**src/rtl/mc_pred_feeder.sv**
```systemverilog
// Ping-pong 4x4 block collector: packs a serial sample stream into two banks and
// presents a completed block to the MC/LC controller. Optional MC_FEED_STATS_EN adds blk_cnt.
module mc_pred_feeder #(
  parameter int unsigned SAMPLE_W    = 8,
  parameter int unsigned BLK_SAMPLES = 16
) (
  input  logic                            clk,
  input  logic                            reset,
  input  logic                            in_valid,
  output logic                            in_ready,
  input  logic [SAMPLE_W-1:0]             in_data,
  input  logic                            src_valid,
  output logic                            src_ready,
  output logic [SAMPLE_W*BLK_SAMPLES-1:0] blk_data
`ifdef MC_FEED_STATS_EN
  ,
  output logic [15:0]                     blk_cnt
`endif
);

  localparam int unsigned BLK_W = SAMPLE_W * BLK_SAMPLES;
  localparam int unsigned IDX_W = (BLK_SAMPLES > 1) ? $clog2(BLK_SAMPLES) : 1;
  localparam logic [IDX_W-1:0] LAST_IDX = IDX_W'(BLK_SAMPLES - 1);

  logic [BLK_W-1:0] bank0_q, bank0_d;
  logic [BLK_W-1:0] bank1_q, bank1_d;
  logic             wr_bank_q, wr_bank_d;
  logic             rd_bank_q, rd_bank_d;
  logic [IDX_W-1:0] wr_idx_q, wr_idx_d;
  logic [1:0]       full_cnt_q, full_cnt_d;

  logic in_xfer_c;
  logic out_xfer_c;
  logic blk_done_c;

  // Handshake flags derive only from registered state (plus reset for in_ready).
  assign in_ready   = !reset && (full_cnt_q != 2'd2);
  assign src_ready  = (full_cnt_q != 2'd0);
  assign blk_data   = rd_bank_q ? bank1_q : bank0_q;

  assign in_xfer_c  = in_valid && in_ready;
  assign out_xfer_c = src_valid && src_ready;
  assign blk_done_c = in_xfer_c && (wr_idx_q == LAST_IDX);

  always_comb begin
    bank0_d    = bank0_q;
    bank1_d    = bank1_q;
    wr_bank_d  = wr_bank_q;
    rd_bank_d  = rd_bank_q;
    wr_idx_d   = wr_idx_q;
    full_cnt_d = full_cnt_q;

    if (in_xfer_c) begin
      if (wr_bank_q) begin
        bank1_d[32'(wr_idx_q) * SAMPLE_W +: SAMPLE_W] = in_data;
      end else begin
        bank0_d[32'(wr_idx_q) * SAMPLE_W +: SAMPLE_W] = in_data;
      end
      if (blk_done_c) begin
        wr_idx_d  = '0;
        wr_bank_d = !wr_bank_q;
      end else begin
        wr_idx_d  = wr_idx_q + IDX_W'(1);
      end
    end

    if (out_xfer_c) begin
      rd_bank_d = !rd_bank_q;
    end

    // Completion and consumption in the same cycle cancel out.
    case ({blk_done_c, out_xfer_c})
      2'b10:   full_cnt_d = full_cnt_q + 2'd1;
      2'b01:   full_cnt_d = full_cnt_q - 2'd1;
      default: full_cnt_d = full_cnt_q;
    endcase
  end

  always_ff @(posedge clk) begin
    if (reset) begin
      bank0_q    <= '0;
      bank1_q    <= '0;
      wr_bank_q  <= 1'b0;
      rd_bank_q  <= 1'b0;
      wr_idx_q   <= '0;
      full_cnt_q <= 2'd0;
    end else begin
      bank0_q    <= bank0_d;
      bank1_q    <= bank1_d;
      wr_bank_q  <= wr_bank_d;
      rd_bank_q  <= rd_bank_d;
      wr_idx_q   <= wr_idx_d;
      full_cnt_q <= full_cnt_d;
    end
  end

`ifdef MC_FEED_STATS_EN
  logic [15:0] blk_cnt_q, blk_cnt_d;

  // Free-running count of consumed blocks, wraps at 16 bits.
  always_comb begin
    blk_cnt_d = blk_cnt_q;
    if (out_xfer_c) begin
      blk_cnt_d = blk_cnt_q + 16'd1;
    end
  end

  always_ff @(posedge clk) begin
    if (reset) begin
      blk_cnt_q <= 16'd0;
    end else begin
      blk_cnt_q <= blk_cnt_d;
    end
  end

  assign blk_cnt = blk_cnt_q;
`endif

endmodule

```
**config.mk**
```make
export PLATFORM = sky130hd
export DESIGN_NAME = mc_pred_feeder
export DESIGN_NICKNAME = d
export VERILOG_FILES = /design/src/rtl/mc_pred_feeder.sv
export SDC_FILE = /design/constraint.sdc
export NUM_CORES = 1
export LEC_CHECK = 0
export ABC_AREA = 1
export BUFFER_PORTS_ARGS = -buffer_cell sky130_fd_sc_hd__buf_4
export CAP_MARGIN = 5
export CORE_MARGIN = 10
export CORE_UTILIZATION = 51
export CTS_BUF_LIST = sky130_fd_sc_hd__clkbuf_2 sky130_fd_sc_hd__clkbuf_4 sky130_fd_sc_hd__clkbuf_8
export CTS_CLUSTER_SIZE = 20
export DETAILED_ROUTE_END_ITERATION = 16
export PLACE_DENSITY_LB_ADDON = 0.15
export SLEW_MARGIN = 20
export SYNTH_ARGS = -nofsm -noshare
export SYNTH_HDL_FRONTEND = slang
export SYNTH_SLANG_ARGS = --single-unit
```
**constraint.sdc**
```tcl
create_clock -name clk -period 6.5 [get_ports clk]
set_input_delay 0.325 -clock clk [delete_from_list [all_inputs] [get_ports clk]]
set_output_delay 0.325 -clock clk [all_outputs]
set_load 0.03 [all_outputs]
```
======== Yosys cells after proc, flatten, opt, wreduce, memory -nomap -nowiden ========
Index checks and enable logic that the tools add are counted.
word-level totals
  register bits after elaboration ......... 264
  bits of input ports ..................... 12
operators by class
  add/sub/neg operators ................... 4
  eq/ne operators ......................... 4
  shift-type cells ........................ 2
  multiplexer cells ....................... 5
  bitwise logic cells ..................... 1
  reduce and logical (&&, ||, !) cells .... 12
operators with widths
  kind                                                    number
  bitwise mux 128 bit                                     2
  2-to-1 mux 128 bit                                      1
  variable shift 8 x 34 -> 128 bit, first input constant  1
  indexed part select 8 x 34 -> 128 bit                   1
  negation 7 -> 34 bit                                    1
  AND reduction 2 bit                                     3
  adder 4 x 1 -> 4 bit, second input constant             1
  equality test 4 bit, second input constant              1
  logical AND 1 bit                                       4
  2-to-1 mux 4 bit                                        1
  case mux 2 bit (2 select lines)                         1
  nonzero test 2 bit                                      2
  logical NOT 1 bit                                       3
  adder 2 x 1 -> 2 bit, second input constant             1
  equality test 2 x 1 -> 1 bit, second input constant     1
  equality test 2 bit, second input constant              1
  != test 2 bit, second input constant                    1
  subtractor 2 x 1 -> 2 bit, second input constant        1
  inverter 1 bit                                          1

======== Logic depth before layout (Yosys ltp) ========
  depth in word-level cells ............... 6
  mapped depth ............................ 14

======== Least setup slack after synthesis ========
No wires, ideal clock.
  path kind ............................... register to register
  from .................................... reg wr_idx_q[0]
  to ...................................... reg bank0_q[108]
  arrival time ............................ 2.339 ns
  data required time ...................... 6.384 ns
  setup slack ............................. 4.045 ns
  cell stages (with the launch flop) ...... 11
  path buffers ............................ 4
  cell sequence ........................... dfxtp_1 inv_1 buf_2 buf_1 ha_1 inv_2 buf_2 clkbuf_1 nor3_1 o21ai_0 nor2_1
on the way
  cells in the longest elaborated chain, start to end .. 3
  elaborated cells on any way between the ends .. 4
  those cells by class .................... add/sub: 1; shift: 2; mux: 1
RTL lines
  element                                                                                           line  source
  start, declared                                                                                   29    logic [IDX_W-1:0] wr_idx_q, wr_idx_d;
  start signal, assigned                                                                            92    wr_idx_q <= wr_idx_d;
  negation 7 -> 34 bit *                                                                            57    bank0_d[32'(wr_idx_q) * SAMPLE_W +: SAMPLE_W] = in_data;
  indexed part select 8 x 34 -> 128 bit / variable shift 8 x 34 -> 128 bit (equally long branches)  57
  bitwise mux 128 bit *                                                                             57
  end signal, assigned                                                                              88    bank0_q <= bank0_d;
  end, declared                                                                                     25    logic [BLK_W-1:0] bank0_q, bank0_d;
Mark *: on every way between the ends. The rest lies on a longest branch, timed or not.
A chain may end at the register's enable or synchronous reset.

======== Final worst setup path ========
  from .................................... reg wr_idx_q[0]
  to ...................................... reg bank0_q[0]
The elaborated chain is that of the path after synthesis.

==> impl_metrics.yaml <==
cts:
  cts_root_buffer: "clkbuf_8"
  hold_buffers: 0
  cts_resized: 0
  htree_num_levels: 2
  cts_setup_buffers: 0
  cts_buffers: 46
  insertion_delay_ps: 560
  cts_tree: "done"
  cts_buffer_depth: 3
  clkSinkCount: 264
  clk_pin_slew_ps: 60
die:
  start_util_pct: 52.1
  placementRows: 57
  num_io_pins: 142
  core_area_um2: 24400
  die_w_um: 178
  die_y_um: 178
  dieArea_um2: 31600
critical_path:
  crit_chain: "inv_1 > ha_1 > inv_2 > nand3_1 > nor2_1 > inv_1 > nor2_1 > nor2_1"
  path_common_cell: "nor2_1"
  cp.required_ps: 6950
  cp_slowest_stage_delay_ps: 720
  worst-r2r-cell-count: 8
  crit_buf_inv: 3
  rrSetupSlack_ps: 2880
  crit_type: "reg2reg"
  startpoint_type: "flip-flop"
  cp_max_fo: 51
  r2r_end: "bank0_q[0]$_SDFFE_PP0P_"
  slowest_stage: "inv_2"
  crit_family: "buffers and inverters"
  reg2reg_from: "wr_idx_q[0]$_SDFFE_PP0P_"
  cp-end-kind: "flip-flop"
  cp.arrival_ps: 4070
sta:
  slew_headroom_pct: 30.3
  min_period_ps: 3620
  worst_pin_slew_ps: 1050
  finalSetupTns_ps: 0
  finalMaxSlewViolations: 0
  period_share_pct: 55.7
  hold_viol_final: 0
  fin_skew_ps: 19.1
  rsz0062_at_grt: "false"
  fmax_mhz: 276
  fin_ws_ps: 2880
  setup_viol: 0
job:
  maxCapViolations: 0
routing:
  drcViolationCount: 0
  drtIter0Drc: 1015
  firstDrtPassIters: 5
  ant_nets: 0
  viasPerCell: 5.10
  avgRoutedWirePerCell_um: 14.8
  vias: 12300
  drt_wl_total_um: 35700
finish:
  layout_common_cells: "nand2_1 (508), nor2_1 (354), dfxtp_1 (263)"
  syn_to_final_growth_pct: 16.1
  final_common_cell: "nand2_1"
  diodes: 0
  drive_above_1_share_pct: 13.8
  final_nets: 2071
power:
  power.density_nw_per_um2: 231
  p_leak_uw: 0.00702
  irDropWorstVdd_mv: 0.181
yosys:
  syn-num-nets: 1979
  synth-edff-count: 0
  ys_ff_latch: 264
  synthCells: 1961
  avgSynthCellArea_um2: 6.48
  ys_seq_area_share_pct: 41.6
  yosys.cell_types.count: 32
  synth_ff_type: "dfxtp_1"
  syn_area_um2: 12700
  yosysWarnings: 0
  synthArstFlopShare_pct: 0
global_route:
  grt_overflow: 0
  grt_pass1_vias: 11200
  antenna_found_initial: 0
  grt_use_total_pct: 22.0
  grt_pass1_wl_um: 57700
  grt_max_degree: 134
placed_design:
  place_ws_ps: 2990
  dpl.hpwl_um: 23200
  port_buffers: 141
  gp_congestion: 0.884
min_path:
  hold_path_class: "in2reg"
  min_from: "src_valid"
  worstHoldPathCells: 3
  hold_end: "rd_bank_q$_SDFFE_PP0P_"
run_status:
  status: "complete, no violations"
-- sequential cells by signal, summed over array words and instances (netlist names) --
| register | cells |
|---|---|
| rd_bank_q | 1 |
| wr_bank_q | 1 |
| wr_idx_q | 4 |
| full_cnt_q | 2 |
| bank1_q | 128 |
| bank0_q | 128 |
-- where the power goes --
| group | total [uW] | leakage, uW | switching, uW | internal (uW) |
|---|---|---|---|---|
| Combinational | 202 | 0.00439 | 158 | 44.0 |
| Clock | 1580 | 0.000503 | 669 | 914 |
| Sequential | 1630 | 0.00213 | 4.61 | 1620 |
-- how the worst max path moves through the flow --
stage / start / endpoint / slack (ps) / cells after the start
after floorplan: wr_idx_q[0]$_SDFFE_PP0P_ / bank0_q[108]$_SDFFE_PP0P_ / 4050 / 10
after global placement: wr_idx_q[0]$_SDFFE_PP0P_ / bank1_q[5]$_SDFFE_PP0P_ / 3210 / 8
after detailed placement: wr_idx_q[0]$_SDFFE_PP0P_ / bank1_q[2]$_SDFFE_PP0P_ / 2990 / 8
after CTS: wr_idx_q[0]$_SDFFE_PP0P_ / bank1_q[2]$_SDFFE_PP0P_ / 2980 / 8
after global routing: wr_idx_q[0]$_SDFFE_PP0P_ / bank0_q[1]$_SDFFE_PP0P_ / 2540 / 8
final: wr_idx_q[0]$_SDFFE_PP0P_ / bank0_q[0]$_SDFFE_PP0P_ / 2880 / 8
-- cell usage after synthesis, types with 9 or more instances --
library cell / number / area share, %
nand2_1: 508 / 15
nor2_1: 354 / 10
dfxtp_1: 264 / 42
inv_1: 251 / 7.4
o21ai_0: 201 / 7.9
nand4_1: 74 / 3.6
clkbuf_1: 64 / 1.9
a21oi_1: 63 / 2.5
nand3_1: 28 / 1.1
nor3_1: 25 / 0.99
buf_2: 24 / 0.95
inv_2: 16 / 0.47
buf_1: 15 / 0.44
a211oi_1: 9 / 0.53
-- cells by family after synthesis --
kind of cell               synth area share (%)
and+or+nand+nor                            35.2
adders and majority gates                 0.591
buffers and inverters                      11.4
DFF                                        41.6
AOI/OAI and AO/OA                          11.2
-- per-layer routing --
layer	vias to the layer above	track usage (%)	wire length [um]
li1	6311	-	-
met1	5530	30.4	16500
met2	362	34.5	16100
met3	58	4.16	2450
met4	0	5.42	597
met5	-	0	0
-- worst min-delay path, stage by stage --
cell and delay [ps]:
buf_4 110, nand2_1 90, a21oi_1 70
-- per-stage QoR --
stage	instances	utilization (%)	power (uW)	hold WS (ps)	area, um^2
floorplan	1961	-	1810	424	12700
global placement	2329	56.6	1860	434	13800
detailed placement	2329	56.6	1860	439	13800
CTS	2405	60.5	3430	63.5	14700
global route	2405	60.5	3530	99.5	14700
finish	2405	60.5	3410	83.4	14700
-- cell type report --
cell class / count / area [um^2]
clock buffer: 68 / 855
clock inverter: 8 / 92.6
fill: 2411 / 9640
inverter: 269 / 1010
multi-input combinational: 1323 / 5970
sequential: 264 / 5290
tap: 324 / 405
timing repair buffer: 149 / 1120
Power figures use the tool's default switching activity.
